<file path="src/rtl/instr_fetch_unit_if.sv">
// Fetch-unit bus bundle: the instruction-memory read port, the decode
// handshake, and the redirect/control lines.
// master = the fetch unit, slave = memory/decode/branch environment.
interface instr_fetch_unit_if #(
    parameter int ADDR_W = 8
);
    logic              fetch_en;
    logic [ADDR_W-1:0] imem_addr;
    logic [7:0]        imem_data;
    logic              ifu_valid;
    logic [7:0]        ifu_instr;
    logic [ADDR_W-1:0] ifu_pc;
    logic              id_ready;
    logic              redirect_valid;
    logic [ADDR_W-1:0] redirect_addr;
    logic              halted;

    modport master (
        input  fetch_en,
        input  imem_data,
        input  id_ready,
        input  redirect_valid,
        input  redirect_addr,
        output imem_addr,
        output ifu_valid,
        output ifu_instr,
        output ifu_pc,
        output halted
    );

    modport slave (
        output fetch_en,
        output imem_data,
        output id_ready,
        output redirect_valid,
        output redirect_addr,
        input  imem_addr,
        input  ifu_valid,
        input  ifu_instr,
        input  ifu_pc,
        input  halted
    );
endinterface

</file>
<file path="src/rtl/instr_fetch_unit.sv">
// Instruction fetch unit: owns the PC, reads the 8-bit instruction memory
// combinationally, buffers {pc, instr} pairs in a small prefetch FIFO and
// presents the head to decode over valid/ready. Redirects flush the FIFO
// and restart fetch; the unit halts after the last program byte drains.
// Optional macro IFU_PERF_CNT_EN adds a 16-bit saturating stall counter.
module instr_fetch_unit #(
    parameter int ADDR_W     = 8,
    parameter int PROG_LEN   = 5,
    parameter int FIFO_DEPTH = 2
) (
    input  logic                clk,
    input  logic                rst_n,
`ifdef IFU_PERF_CNT_EN
    output logic [15:0]         stall_cnt,
`endif
    instr_fetch_unit_if.master  bus
);

    localparam int PTR_W = $clog2(FIFO_DEPTH);
    localparam int CNT_W = PTR_W + 1;

    localparam logic [CNT_W-1:0]  DEPTH_CNT = CNT_W'(FIFO_DEPTH);
    // Program bounds carried one bit wider so PROG_LEN == 2**ADDR_W still fits.
    localparam logic [ADDR_W:0]   PROG_END  = (ADDR_W+1)'(PROG_LEN);
    localparam logic [ADDR_W-1:0] LAST_PC   = ADDR_W'(PROG_LEN - 1);

    localparam logic [1:0] ST_IDLE  = 2'd0;
    localparam logic [1:0] ST_RUN   = 2'd1;
    localparam logic [1:0] ST_DRAIN = 2'd2;
    localparam logic [1:0] ST_HALT  = 2'd3;

    logic [1:0]        state_q, state_d;
    logic [ADDR_W-1:0] pc_q, pc_d;
    logic [PTR_W-1:0]  wr_ptr_q, wr_ptr_d;
    logic [PTR_W-1:0]  rd_ptr_q, rd_ptr_d;
    logic [CNT_W-1:0]  count_q, count_d;

    // Prefetch storage; contents are only observed through the valid mask,
    // so it needs no reset.
    logic [ADDR_W-1:0] fifo_pc_q    [FIFO_DEPTH];
    logic [7:0]        fifo_instr_q [FIFO_DEPTH];

    logic fifo_empty;
    logic fifo_full;
    logic pc_in_range;
    logic redirect_take;
    logic redirect_in_range;
    logic fetch_allowed;
    logic do_pop;
    logic do_push;

    assign fifo_empty        = (count_q == '0);
    assign fifo_full         = (count_q == DEPTH_CNT);
    assign pc_in_range       = ({1'b0, pc_q} < PROG_END);
    assign redirect_in_range = ({1'b0, bus.redirect_addr} < PROG_END);

    // Read port and decode-side outputs: head entry, zeroed when empty.
    assign bus.imem_addr = pc_q;
    assign bus.ifu_valid = !fifo_empty;
    assign bus.ifu_pc    = fifo_empty ? '0 : fifo_pc_q[rd_ptr_q];
    assign bus.ifu_instr = fifo_empty ? '0 : fifo_instr_q[rd_ptr_q];
    assign bus.halted    = (state_q == ST_HALT);

    // Handshake qualification: a redirect outranks both push and pop, and is
    // ignored until fetch has been started.
    always_comb begin
        redirect_take = bus.redirect_valid && (state_q != ST_IDLE);
        do_pop        = !fifo_empty && bus.id_ready && !redirect_take;
        fetch_allowed = (state_q == ST_RUN) && bus.fetch_en && !redirect_take && pc_in_range;
        do_push       = fetch_allowed && (!fifo_full || do_pop);
    end

    // Fetch control FSM: IDLE -> RUN -> DRAIN -> HALT, redirects re-enter RUN or DRAIN.
    always_comb begin
        state_d = state_q;
        case (state_q)
            ST_IDLE: begin
                if (bus.fetch_en) begin
                    state_d = ST_RUN;
                end
            end
            ST_RUN: begin
                if (do_push && (pc_q == LAST_PC)) begin
                    state_d = ST_DRAIN;
                end
            end
            ST_DRAIN: begin
                if (fifo_empty) begin
                    state_d = ST_HALT;
                end
            end
            ST_HALT: begin
                state_d = ST_HALT;
            end
            default: begin
                state_d = ST_IDLE;
            end
        endcase
        if (redirect_take) begin
            state_d = redirect_in_range ? ST_RUN : ST_DRAIN;
        end
    end

    // Program counter: advances on each push, reloads on redirect.
    always_comb begin
        pc_d = pc_q;
        if (redirect_take) begin
            pc_d = bus.redirect_addr;
        end else if (do_push) begin
            pc_d = pc_q + 1'b1;
        end
    end

    // FIFO pointers and occupancy; a flush returns everything to empty.
    always_comb begin
        wr_ptr_d = wr_ptr_q;
        rd_ptr_d = rd_ptr_q;
        count_d  = count_q;
        if (redirect_take) begin
            wr_ptr_d = '0;
            rd_ptr_d = '0;
            count_d  = '0;
        end else begin
            if (do_push) begin
                wr_ptr_d = wr_ptr_q + 1'b1;
            end
            if (do_pop) begin
                rd_ptr_d = rd_ptr_q + 1'b1;
            end
            if (do_push && !do_pop) begin
                count_d = count_q + 1'b1;
            end else if (do_pop && !do_push) begin
                count_d = count_q - 1'b1;
            end
        end
    end

    // Control state registers with asynchronous clear.
    always_ff @(posedge clk or negedge rst_n) begin
        if (!rst_n) begin
            state_q  <= ST_IDLE;
            pc_q     <= '0;
            wr_ptr_q <= '0;
            rd_ptr_q <= '0;
            count_q  <= '0;
        end else begin
            state_q  <= state_d;
            pc_q     <= pc_d;
            wr_ptr_q <= wr_ptr_d;
            rd_ptr_q <= rd_ptr_d;
            count_q  <= count_d;
        end
    end

    // Capture the fetched byte together with the address it came from.
    always_ff @(posedge clk) begin
        if (do_push) begin
            fifo_pc_q[wr_ptr_q]    <= pc_q;
            fifo_instr_q[wr_ptr_q] <= bus.imem_data;
        end
    end

`ifdef IFU_PERF_CNT_EN
    logic [15:0] stall_cnt_q, stall_cnt_d;
    logic        stall_event;

    // A stall is a cycle that wanted to fetch but found the FIFO full and undrained.
    always_comb begin
        stall_event = fetch_allowed && fifo_full && !do_pop;
        stall_cnt_d = stall_cnt_q;
        if (redirect_take) begin
            stall_cnt_d = '0;
        end else if (stall_event && (stall_cnt_q != 16'hFFFF)) begin
            stall_cnt_d = stall_cnt_q + 16'd1;
        end
    end

    // Stall counter register.
    always_ff @(posedge clk or negedge rst_n) begin
        if (!rst_n) begin
            stall_cnt_q <= '0;
        end else begin
            stall_cnt_q <= stall_cnt_d;
        end
    end

    assign stall_cnt = stall_cnt_q;
`endif

endmodule

</file>
<file path="src/flat_wrapper.sv">
// flat-port wrapper written by rule: the top's interface ports become plain ports
module instr_fetch_unit_flat 
#(
    parameter int ADDR_W     = 8,
    parameter int PROG_LEN   = 5,
    parameter int FIFO_DEPTH = 2
)
  (clk, rst_n, bus_fetch_en, bus_imem_data, bus_id_ready, bus_redirect_valid, bus_redirect_addr, bus_imem_addr, bus_ifu_valid, bus_ifu_instr, bus_ifu_pc, bus_halted);
  instr_fetch_unit_if #(.ADDR_W(ADDR_W)) bus_i ();
  input  logic clk;
  input  logic rst_n;
  input wire logic [$bits(bus_i.fetch_en)-1:0] bus_fetch_en;
  input wire logic [$bits(bus_i.imem_data)-1:0] bus_imem_data;
  input wire logic [$bits(bus_i.id_ready)-1:0] bus_id_ready;
  input wire logic [$bits(bus_i.redirect_valid)-1:0] bus_redirect_valid;
  input wire logic [$bits(bus_i.redirect_addr)-1:0] bus_redirect_addr;
  output wire logic [$bits(bus_i.imem_addr)-1:0] bus_imem_addr;
  output wire logic [$bits(bus_i.ifu_valid)-1:0] bus_ifu_valid;
  output wire logic [$bits(bus_i.ifu_instr)-1:0] bus_ifu_instr;
  output wire logic [$bits(bus_i.ifu_pc)-1:0] bus_ifu_pc;
  output wire logic [$bits(bus_i.halted)-1:0] bus_halted;
  assign bus_i.fetch_en = bus_fetch_en;
  assign bus_i.imem_data = bus_imem_data;
  assign bus_i.id_ready = bus_id_ready;
  assign bus_i.redirect_valid = bus_redirect_valid;
  assign bus_i.redirect_addr = bus_redirect_addr;
  assign bus_imem_addr = bus_i.imem_addr;
  assign bus_ifu_valid = bus_i.ifu_valid;
  assign bus_ifu_instr = bus_i.ifu_instr;
  assign bus_ifu_pc = bus_i.ifu_pc;
  assign bus_halted = bus_i.halted;
  instr_fetch_unit #(.ADDR_W(ADDR_W), .PROG_LEN(PROG_LEN), .FIFO_DEPTH(FIFO_DEPTH)) u_core (.clk(clk), .rst_n(rst_n), .bus(bus_i));
endmodule
</file>
<file path="config.mk">
export PLATFORM = sky130hd
export DESIGN_NAME = instr_fetch_unit_flat
export DESIGN_NICKNAME = d
export VERILOG_FILES = /design/src/rtl/instr_fetch_unit_if.sv /design/src/rtl/instr_fetch_unit.sv /design/src/flat_wrapper.sv
export SDC_FILE = /design/constraint.sdc
export NUM_CORES = 1
export LEC_CHECK = 0
export BUFFER_PORTS_ARGS = -buffer_cell sky130_fd_sc_hd__buf_2
export CAP_MARGIN = 10
export CORE_MARGIN = 10
export CORE_UTILIZATION = 50
export CTS_BUF_LIST = sky130_fd_sc_hd__clkbuf_8
export DETAILED_ROUTE_END_ITERATION = 7
export GPL_TIMING_DRIVEN = 0
export MAX_ROUTING_LAYER = met4
export PLACE_DENSITY_LB_ADDON = 0.08
export SLEW_MARGIN = 25
export SYNTH_ARGS = -nofsm -noshare
export SYNTH_HDL_FRONTEND = slang
export SYNTH_SLANG_ARGS = --single-unit
</file>
<file path="constraint.sdc">
create_clock -name clk -period 2.4 [get_ports clk]
set_input_delay 0.12 -clock clk [delete_from_list [all_inputs] [get_ports clk]]
set_output_delay 0.12 -clock clk [all_outputs]
set_load 0.05 [all_outputs]
</file>
==> impl_metrics.csv, run 1 <==
group,metric,value,unit
status,status,"complete, no violations",
pwr,power.switching,0.0006677,W
synth,ys_warn_count,0,
setup_path,crit_path_max_incr_delay,0.54,ns
finish,fin_nets,254,
finish,drive_gt1_share,38.53,%
global_route,grt_use_total,13.31,%
pwr,power,0.001956,W
synth,avgSynthCellArea,12.52,µm²
finish,finish.utilization,65.00,%
sta,whs,0.01149,ns
pwr,pwr-share-clk,23.4,%
floorplan,row_count,23,
setup_path,cp-end-kind,"register",
hold_path,hp-class,"input pin to register",
sta,slew_headroom,56.48,%
pwr,irDropWorstVdd,0.0005373,V
route,drt_iter0_drc,70,
setup_path,cp_data_required_time,2.63,ns
synth,synth_cell_types,39,
clock_tree,clkSinkCount,46,
synth,synthCells,164,
synth,ys_seq_area_share,63.86,%
place,place_ws,-0.2054,ns
sta,setup_ws,0.02367,ns
clock_tree,cts_tree,"built",
finish,syn_to_final_growth,26.63,%
floorplan,dieArea,7069,µm²
route,vias,1476,
setup_path,worstSetupStartpointType,"register",
pwr,power_frac_seq,49.4,%
sta,max_freq,420.8,MHz
pwr,netSwitchingFraction,34.14,%
clock_tree,clock_latency,0.29,ns
pwr,p_int,0.001288,W
sta,tightest_slew,0.6484,ns
synth,synthMuxAreaShare,7.800,%
finish,finalNonFillerCells,281,
route,drc,0,
sta,fin_crit,2.376,ns
sta,finalClockSkew,0.006870,ns
global_route,grt_max_degree,17,
setup_path,path_class,"register to register",
floorplan,core-area,4000,µm²
floorplan,io_pins,47,
pwr,p_per_area,752.2,nW/µm²
clock_tree,cts-root-buf,"clkbuf_8",
sta,hold_violations,0,
global_route,grt_antenna_before_repair,0,
sta,setup_viol,0,
route,drt_pass1_iterations,4,
setup_path,cp_cell_sequence,"or4b_4, or4_4, nor2_4, ha_4, or3_4, a21oi_2",
place,gp_congestion,0.9004,
synth,synth-simple-area-share,16.03,%
pwr,p_leak,1.048,nW
synth,synthAdderAreaFrac,1.828,%
clock_tree,clockBufferDepth,2,
sta,rsz0062_at_grt,"true",
pwr,p_comb_share,27.3,%
setup_path,slowest_stage,"or4b_4",
setup_path,critPathMaxFanout,3,
global_route,grt_pass1_vias,1540,
clock_tree,cts_buffers,5,
floorplan,start_util,51.33,%
clock_tree,htreeDepth,2,
place,dp_hpwl,3210,µm
floorplan,die_w,84.08,µm
setup_path,worstPathArrival,2.60,ns
route,final_antenna_net_count,0,
route,via_per_inst,5.253,
synth,synth_top_family_by_area,"simple AND/OR/NAND/NOR gates",
floorplan,chipHeight,84.08,µm
clock_tree,cts.clk_slew.worst_paths,0.08,ns
sta,period_share,99.01,%
synth,syn-cell-area,2053,µm²
finish,diodes,0,
route,routedWlPerCell,15.82,µm
global_route,grt_pass1_wl,7534,µm
global_route,overflow,0,
synth,synth-compound-area-share,6.642,%
synth,synth-seq-cells,46,
route,wl,4445,µm
finish,nFillCells,310,
synth,syn_nets,188,
place,dp.cells,260,
sta,maxSlewViolCount,0,
place,port_buffers,46,
flow_run,maxCapViolCount,0,
synth,synthXorXnorAreaFrac,1.280,%
==> through the flow <==
| stage | setup TNS (ns) | cell area [µm²] |
|---|---|---|
| 2_1_floorplan | -0.03490 | 2072 |
| 3_3_place_gp | -3.372 | 2365 |
| 3_5_place_dp | -4.598 | 2365 |
| 4_1_cts | -0.2220 | 2534 |
| 5_1_grt | -0.08220 | 2600 |
| 6_report | 0 | 2600 |
==> flip-flops by register name, summed over array words and instances, names as in the netlist <==
register              count
u_core.wr_ptr_q           1
u_core.state_q            2
u_core.bus.imem_addr      8
u_core.fifo_pc_q         16
u_core.count_q            2
u_core.rd_ptr_q           1
u_core.fifo_instr_q      16
==> cells in the final DEF (no fill, tap or decap), types with 3 or more instances in the layout <==
cell           netlist  final
buf_2                0     46
edfxtp_1            32     32
nor2_1              24     23
mux2i_1             16     16
nand2_1             15     15
buf_4                0     11
dfrtp_1             14      8
dfrtp_2              0      6
inv_1                7      5
clkbuf_8             0      5
clkbuf_1             4      3
nand2b_1             3      3
or3_4                1      3
xor2_1               3      3
o21ai_0              3      3
o21a_1               3      3
a31oi_1              3      3
dlygate4sd3_1        0      3
==> cells by family after synthesis <==
logic type | Yosys count
buffers and inverters | 12
AO/OA/AOI/OAI | 20
XOR/XNOR | 3
adder cells (fa/ha/maj) | 3
AND/OR/NAND/NOR | 64
multiplexers | 16
flip-flops | 46
==> power by group through the flow <==
stage               clock [W]  combinational (W)  sequential, W
finish               0.000457           0.000533       0.000966
global placement            0           0.000477       0.000983
CTS                  0.000473           0.000493       0.000972
global route         0.000510           0.000577       0.000973
floorplan                   0           0.000261        0.00107
detailed placement          0           0.000484       0.000988
==> what timing repair did <==
item,4_1_cts,5_1_grt
gates resized for setup,5,4
endpoints found under the setup margin,34,39
hold buffers,1,2
pin swaps,6,4
buffers inserted,7,4
hold endpoints to repair,14,4
==> path summary, 6_finish.rpt <==
kind	startpoint	endpoint	slack (ns)	cells after the start
worst max register to register	u_core.bus.imem_addr[6]	u_core.count_q[1]	0.02	6
max in group asynchronous	rst_n	u_core.state_q[1]	1.87	2
worst min-delay path	bus_imem_data[2]	u_core.fifo_instr_q[1][2]	0.01	1
worst min register to register	u_core.bus.imem_addr[5]	u_core.fifo_pc_q[1][5]	0.52	0
worst max-delay path	u_core.bus.imem_addr[6]	u_core.count_q[1]	0.02	6
min in group asynchronous	rst_n	u_core.bus.imem_addr[3]	0.25	2
==> layer usage <==
layer  up-vias  global-route usage (%)  wire (µm)
met3        10                   3.906        187
li1        720                       -          -
met4         0                   5.632        110
met5         -                       -          0
met1       699                   15.24       1971
met2        47                   21.16       2176
==> synthesized netlist by cell type <==
library cell | n | share of area [%]
edfxtp_1 | 32 | 47
nor2_1 | 24 | 4.4
mux2i_1 | 16 | 7.8
nand2_1 | 15 | 2.7
dfrtp_1 | 14 | 17
inv_1 | 7 | 1.3
clkbuf_1 | 4 | 0.73
or3_1 | 4 | 1.2
a21oi_1 | 3 | 0.73
a31oi_1 | 3 | 0.91
ha_1 | 3 | 1.8
nand2b_1 | 3 | 0.91
o21a_1 | 3 | 1.1
o21ai_0 | 3 | 0.73
xor2_1 | 3 | 1.3
and2_1 | 2 | 0.61
nand4_1 | 2 | 0.61
nor3_1 | 2 | 0.49
a211oi_1 | 1 | 0.37
a21boi_0 | 1 | 0.37
a311oi_1 | 1 | 0.43
and2_2 | 1 | 0.37
and2b_2 | 1 | 0.43
and3_1 | 1 | 0.30
buf_6 | 1 | 0.55
nand3_1 | 1 | 0.24
nand4b_1 | 1 | 0.43
nor2b_1 | 1 | 0.30
nor3_2 | 1 | 0.49
nor4_1 | 1 | 0.30
o211ai_1 | 1 | 0.37
o21ai_1 | 1 | 0.24
o21ai_2 | 1 | 0.43
o221a_1 | 1 | 0.55
o221ai_1 | 1 | 0.43
or3_4 | 1 | 0.55
or3b_2 | 1 | 0.43
or4_4 | 1 | 0.55
or4b_4 | 1 | 0.67
==> area by class of cell <==
cell class | count | area (µm²) | area share [%]
inverter | 7 | 26.28 | 1.011
timing repair buffer | 60 | 342.8 | 13.19
sequential | 46 | 1319 | 50.72
buffer | 4 | 16.27 | 0.6256
multi-input combinational | 106 | 743.2 | 28.59
tap | 50 | 62.56 | 2.406
clock inverter | 3 | 21.27 | 0.8181
clock buffer | 5 | 68.82 | 2.647
==> critical path, delay by kind of cell, from the launching register on <==
family / cells / cell delay, ns
AND/OR/NAND/NOR: 4 / 1.53
AO/OA/AOI/OAI: 1 / 0.12
adder cells (fa/ha/maj): 1 / 0.23
flip-flops: 1 / 0.42
Power figures use the tool's default switching activity.
==> run 2, diff against run 1 <==
HOLD_SLACK_MARGIN = 0.05   (was default)
==> impl_metrics.csv, run 2 (synthesis gave the netlist of run 1 again) <==
group,metric,value,unit
finish,fin_nets,264,
setup_path,worstPathArrival,2.56,ns
setup_path,reg2reg_slack,0.06,ns
finish,syn_to_final_growth,31.51,%
place,port_buffers,46,
route,vias,1488,
setup_path,reg2reg_from,"u_core.bus.imem_addr[6]",
setup_path,worstSetupStartpointType,"register",
floorplan,io_pins,47,
sta,fin_crit,2.342,ns
place,dp.cells,260,
global_route,grt_antenna_before_repair,0,
finish,diodes,0,
pwr,irDropWorstVdd,0.0005397,V
global_route,grt_max_degree,17,
pwr,power,0.001965,W
setup_path,cp-end-kind,"register",
finish,final_cell_mix,"buf_2 (46), edfxtp_1 (32), nor2_1 (23)",
floorplan,core-area,4000,µm²
finish,nFillCells,297,
clock_tree,cts-root-buf,"clkbuf_8",
sta,maxSlewViolCount,0,
route,drc,0,
sta,setup_ws,0.05795,ns
setup_path,path_class,"register to register",
clock_tree,clkSinkCount,46,
clock_tree,cts_buffers,5,
setup_path,critPathMaxFanout,3,
floorplan,start_util,51.33,%
global_route,grt_pass1_wl,7672,µm
setup_path,rr_endpoint,"u_core.count_q[1]",
clock_tree,htreeDepth,2,
clock_tree,clockBufferDepth,2,
floorplan,die_w,84.08,µm
setup_path,cp-startpoint,"u_core.bus.imem_addr[6]",
setup_path,cp_cell_sequence,"or4b_4, or4_4, nor2_4, ha_4, or3_4, a21oi_2",
place,place_ws,-0.2054,ns
sta,rsz0062_at_grt,"true",
route,via_per_inst,5.113,
route,final_antenna_net_count,0,
finish,final_common_cell,"buf_2",
finish,multi_input_area,743.2,µm²
clock_tree,cts.clk_slew.worst_paths,0.08,ns
sta,max_freq,427.0,MHz
sta,whs,0.08461,ns
global_route,grt_pass1_vias,1584,
route,routedWlPerCell,15.24,µm
pwr,p_leak,1.090,nW
sta,slew_headroom,54.99,%
clock_tree,clock_latency,0.29,ns
status,status,"complete, no violations",
sta,tightest_slew,0.6706,ns
sta,setup_viol,0,
sta,period_share,97.59,%
place,dp_hpwl,3210,µm
floorplan,chipHeight,84.08,µm
sta,finalClockSkew,0.006996,ns
setup_path,cp-endpoint,"u_core.count_q[1]",
setup_path,ff2ff_path_depth,6,
flow_run,maxCapViolCount,0,
hold_path,hp-class,"input pin to register",
clock_tree,cts_tree,"built",
pwr,p_per_area,727.8,nW/µm²
sta,hold_violations,0,
setup_path,slowest_stage,"or4b_4",
floorplan,row_count,23,
setup_path,crit_path_max_incr_delay,0.54,ns
global_route,overflow,0,
route,drt_iter0_drc,99,
route,drt_pass1_iterations,5,
setup_path,cp_data_required_time,2.62,ns
finish,drive_gt1_share,36.93,%
route,wl,4435,µm
global_route,grt_use_total,13.43,%
finish,regArea,1319,µm²
finish,finalNonFillerCells,291,
floorplan,dieArea,7069,µm²
place,gp_congestion,0.9004,
[run 2: changes by cell type in the layout (fill, tap and decap cells not counted), sizes merged]
cell | before | now
dlygate4sd3 | 3 | 13
[run 2: worst max-delay path, delay by kind of cell, from the launching register on]
| kind | cells | cell delay, ns |
|---|---|---|
| AO/OA/AOI/OAI | 1 | 0.12 |
| AND/OR/NAND/NOR | 4 | 1.51 |
| adder cells (fa/ha/maj) | 1 | 0.22 |
| flip-flops | 1 | 0.42 |
[run 2: final cells by class]
type	instances	area share, %
timing repair buffer	70	16.40
inverter	7	0.9731
multi-input combinational	106	27.53
buffer	4	0.6024
tap	50	2.317
sequential	46	48.84
clock inverter	3	0.7878
clock buffer	5	2.549
[run 2: stage by stage]
| stage | TNS, ns | util, % | cell area (µm²) |
|---|---|---|---|
| after floorplan | -0.03490 | - | 2072 |
| after global placement | -3.372 | 59.12 | 2365 |
| after detailed placement | -4.598 | 59.12 | 2365 |
| after CTS | -0.2220 | 66.34 | 2654 |
| after global routing | -0.02267 | 67.50 | 2700 |
| final | 0 | 67.50 | 2700 |
[run 2: routing by layer]
layer  wire, µm  track usage, %  up-vias
met2       2192           21.85       35
met4         76           4.871        0
met5          0               -        -
met1       1961           15.13      706
met3        204           4.199        7
li1           -               -      740
[run 2: where the power goes]
group,switching [W],leakage (nW),internal (W)
Sequential,0.0000535,0.455,0.000912
Combinational,0.000363,0.591,0.000182
Clock,0.000250,0.0441,0.000204
Total,0.000667,1.09,0.00130
[run 2: how the worst min path moves through the flow]
stage | startpoint | end | slack [ns] | depth (start not counted)
6_report | bus_redirect_addr[3] | u_core.bus.imem_addr[3] | 0.08 | 3
5_1_grt | bus_redirect_addr[3] | u_core.bus.imem_addr[3] | 0.09 | 3
4_1_cts | bus_redirect_addr[3] | u_core.bus.imem_addr[3] | 0.07 | 3
3_5_place_dp | rst_n | u_core.bus.imem_addr[3] | 0.04 | 1
3_3_place_gp | rst_n | u_core.bus.imem_addr[3] | 0.03 | 1
2_1_floorplan | rst_n | u_core.bus.imem_addr[0] | -0.18 | 0
[run 2: timing repair]
action	CTS	global route
setup buffers	7	4
pin swaps	6	4
cloned	0	0
setup endpoints to repair	34	39
hold buffers	13	0
resized for setup	5	4
hold endpoints to repair	34	0
==> run 3, diff against run 2 <==
CORE_UTILIZATION = 55   (was 50)
clock period = 2.2 ns   (was 2.4 ns; I/O delays follow)
==> impl_metrics.csv, run 3 (synthesis gave the netlist of run 1 again) <==
group,metric,value,unit
finish,fin_nets,269,
floorplan,die_w,81.10,µm
floorplan,chipHeight,81.10,µm
clock_tree,cts_tree,"built",
global_route,met2_usage,24.28,%
finish,nFillCells,256,
global_route,grt_use_met3,3.974,%
global_route,overflow,0,
pwr,p_per_area,778.7,nW/µm²
setup_path,crit_path_frequent_cell,"ha_4",
clock_tree,cts_buffers,5,
clock_tree,htreeDepth,2,
status,status,"finished with violations",
pwr,power,0.002164,W
global_route,grt_pass1_vias,1552,
sta,finalClockSkew,0.003996,ns
flow_run,maxCapViolCount,0,
route,final_antenna_net_count,0,
sta,whs,0.07870,ns
global_route,grt_pass1_wl,7293,µm
setup_path,cp-end-kind,"register",
sta,setup_viol,32,
global_route,grt.busiest_layer,"met2",
route,routedWlPerCell,16.18,µm
setup_path,path_class,"register to register",
setup_path,cp_data_required_time,2.42,ns
floorplan,io_pins,47,
sta,maxSlewViolCount,0,
finish,final_cell_mix,"buf_2 (46), edfxtp_1 (32), nor2_1 (23)",
route,via_per_inst,5.289,
sta,hold_violations,0,
clock_tree,cts.clk_slew.worst_paths,0.08,ns
pwr,irDropWorstVdd,0.0006607,V
finish,syn_to_final_growth,35.34,%
sta,setup_ws,-0.2194,ns
sta,period_share,110.0,%
place,place_ws,-0.3833,ns
sta,tightest_slew,0.6485,ns
route,vias,1555,
setup_path,slowest_stage,"or4_4",
global_route,grt_max_degree,15,
sta,fin_crit,2.419,ns
finish,diodes,0,
setup_path,cpLargestDelayFamily,"simple AND/OR/NAND/NOR gates",
route,drt_pass1_iterations,5,
floorplan,core-area,3633,µm²
setup_path,crit_buf_inv,1,
setup_path,cp_cell_sequence,"inv_2, ha_4, and2b_2, or4_4, nor2_4, ha_4, xor2_4, or3_4, a21oi_2",
clock_tree,cts-root-buf,"clkbuf_8",
clock_tree,clock_latency,0.29,ns
floorplan,dieArea,6577,µm²
place,dp_hpwl,3033,µm
sta,rsz0062_at_grt,"true",
place,gp_congestion,0.8427,
hold_path,hp-class,"input pin to register",
global_route,grt_use_met1,17.29,%
sta,max_freq,413.3,MHz
setup_path,worstSetupStartpointType,"register",
finish,final_common_cell,"buf_2",
floorplan,row_count,22,
global_route,grt_use_total,14.92,%
setup_path,worstPathArrival,2.64,ns
status,failed_checks,"negative setup slack",
pwr,p_leak,1.126,nW
sta,setup_tns,-2.421,ns
finish,drive_gt1_share,38.62,%
sta,slew_headroom,56.47,%
finish,finish.utilization,76.48,%
setup_path,crit_path_max_incr_delay,0.54,ns
route,drc,0,
clock_tree,clockBufferDepth,2,
place,port_buffers,46,
clock_tree,clkSinkCount,46,
route,wl,4757,µm
setup_path,critPathMaxFanout,6,
floorplan,start_util,56.51,%
global_route,grt_antenna_before_repair,0,
route,drt_iter0_drc,72,
-- run 3: cell count changes in the layout (fill, tap and decap cells not counted), sizes merged --
cell	delta
clkinvlp	-1
and2	+1
clkbuf	+1
buf	+4
inv	+1
clkinv	-1
-- run 3: where the power goes --
group | internal [W] | switching (W)
logic | 0.000207 | 0.000403
clock network | 0.000248 | 0.000248
registers | 0.000996 | 0.0000608
-- run 3: worst reg2reg max path: stages, from the launching register on --
cell and delay (ns):
dfrtp_2 0.45, inv_2 0.08, ha_4 0.13, and2b_2 0.22
or4_4 0.54, nor2_4 0.17, ha_4 0.19, xor2_4 0.08
or3_4 0.38, a21oi_2 0.11
-- run 3: final timing paths --
check	from	endpoint	slack (ns)	cells after the start
max	u_core.bus.imem_addr[0]	u_core.count_q[1]	-0.22	9
min	bus_redirect_addr[3]	u_core.bus.imem_addr[3]	0.08	3
max reg2reg	u_core.bus.imem_addr[0]	u_core.count_q[1]	-0.22	9
min reg2reg	u_core.bus.imem_addr[4]	u_core.fifo_pc_q[1][4]	0.51	0
max in group asynchronous	rst_n	u_core.bus.imem_addr[6]	1.69	2
min in group asynchronous	rst_n	u_core.bus.imem_addr[2]	0.24	2
-- run 3: stage by stage --
stage                     instance area [µm²]  std cells
final                                    2779        294
after global routing                     2779        294
after CTS                                2679        287
after detailed placement                 2362        258
after global placement                   2362        258
after floorplan                          2072        164
-- run 3: area by class of cell --
cell class / count / area, µm² / share of cell area, %
tap: 48 / 60.06 / 2.161
inverter: 7 / 26.28 / 0.9455
clock buffer: 6 / 82.58 / 2.972
multi-input combinational: 107 / 772.0 / 27.78
timing repair buffer: 74 / 493.0 / 17.74
buffer: 4 / 16.27 / 0.5853
clock inverter: 2 / 8.758 / 0.3152
sequential: 46 / 1320 / 47.50
-- run 3: layer usage --
layer,share of wire (%),vias up
met5,0,-
met4,1.7,0
met1,42,740
met2,50,59
met3,6.4,6
li1,-,750
-- run 3: what timing repair did --
action | in CTS | in global routing
gates resized for setup | 7 | 10
endpoints found under the hold margin | 34 | 0
endpoints found under the setup margin | 45 | 47
setup buffers | 8 | 7
pin swaps | 6 | 6
hold buffers | 13 | 0
gates cloned | 1 | 0
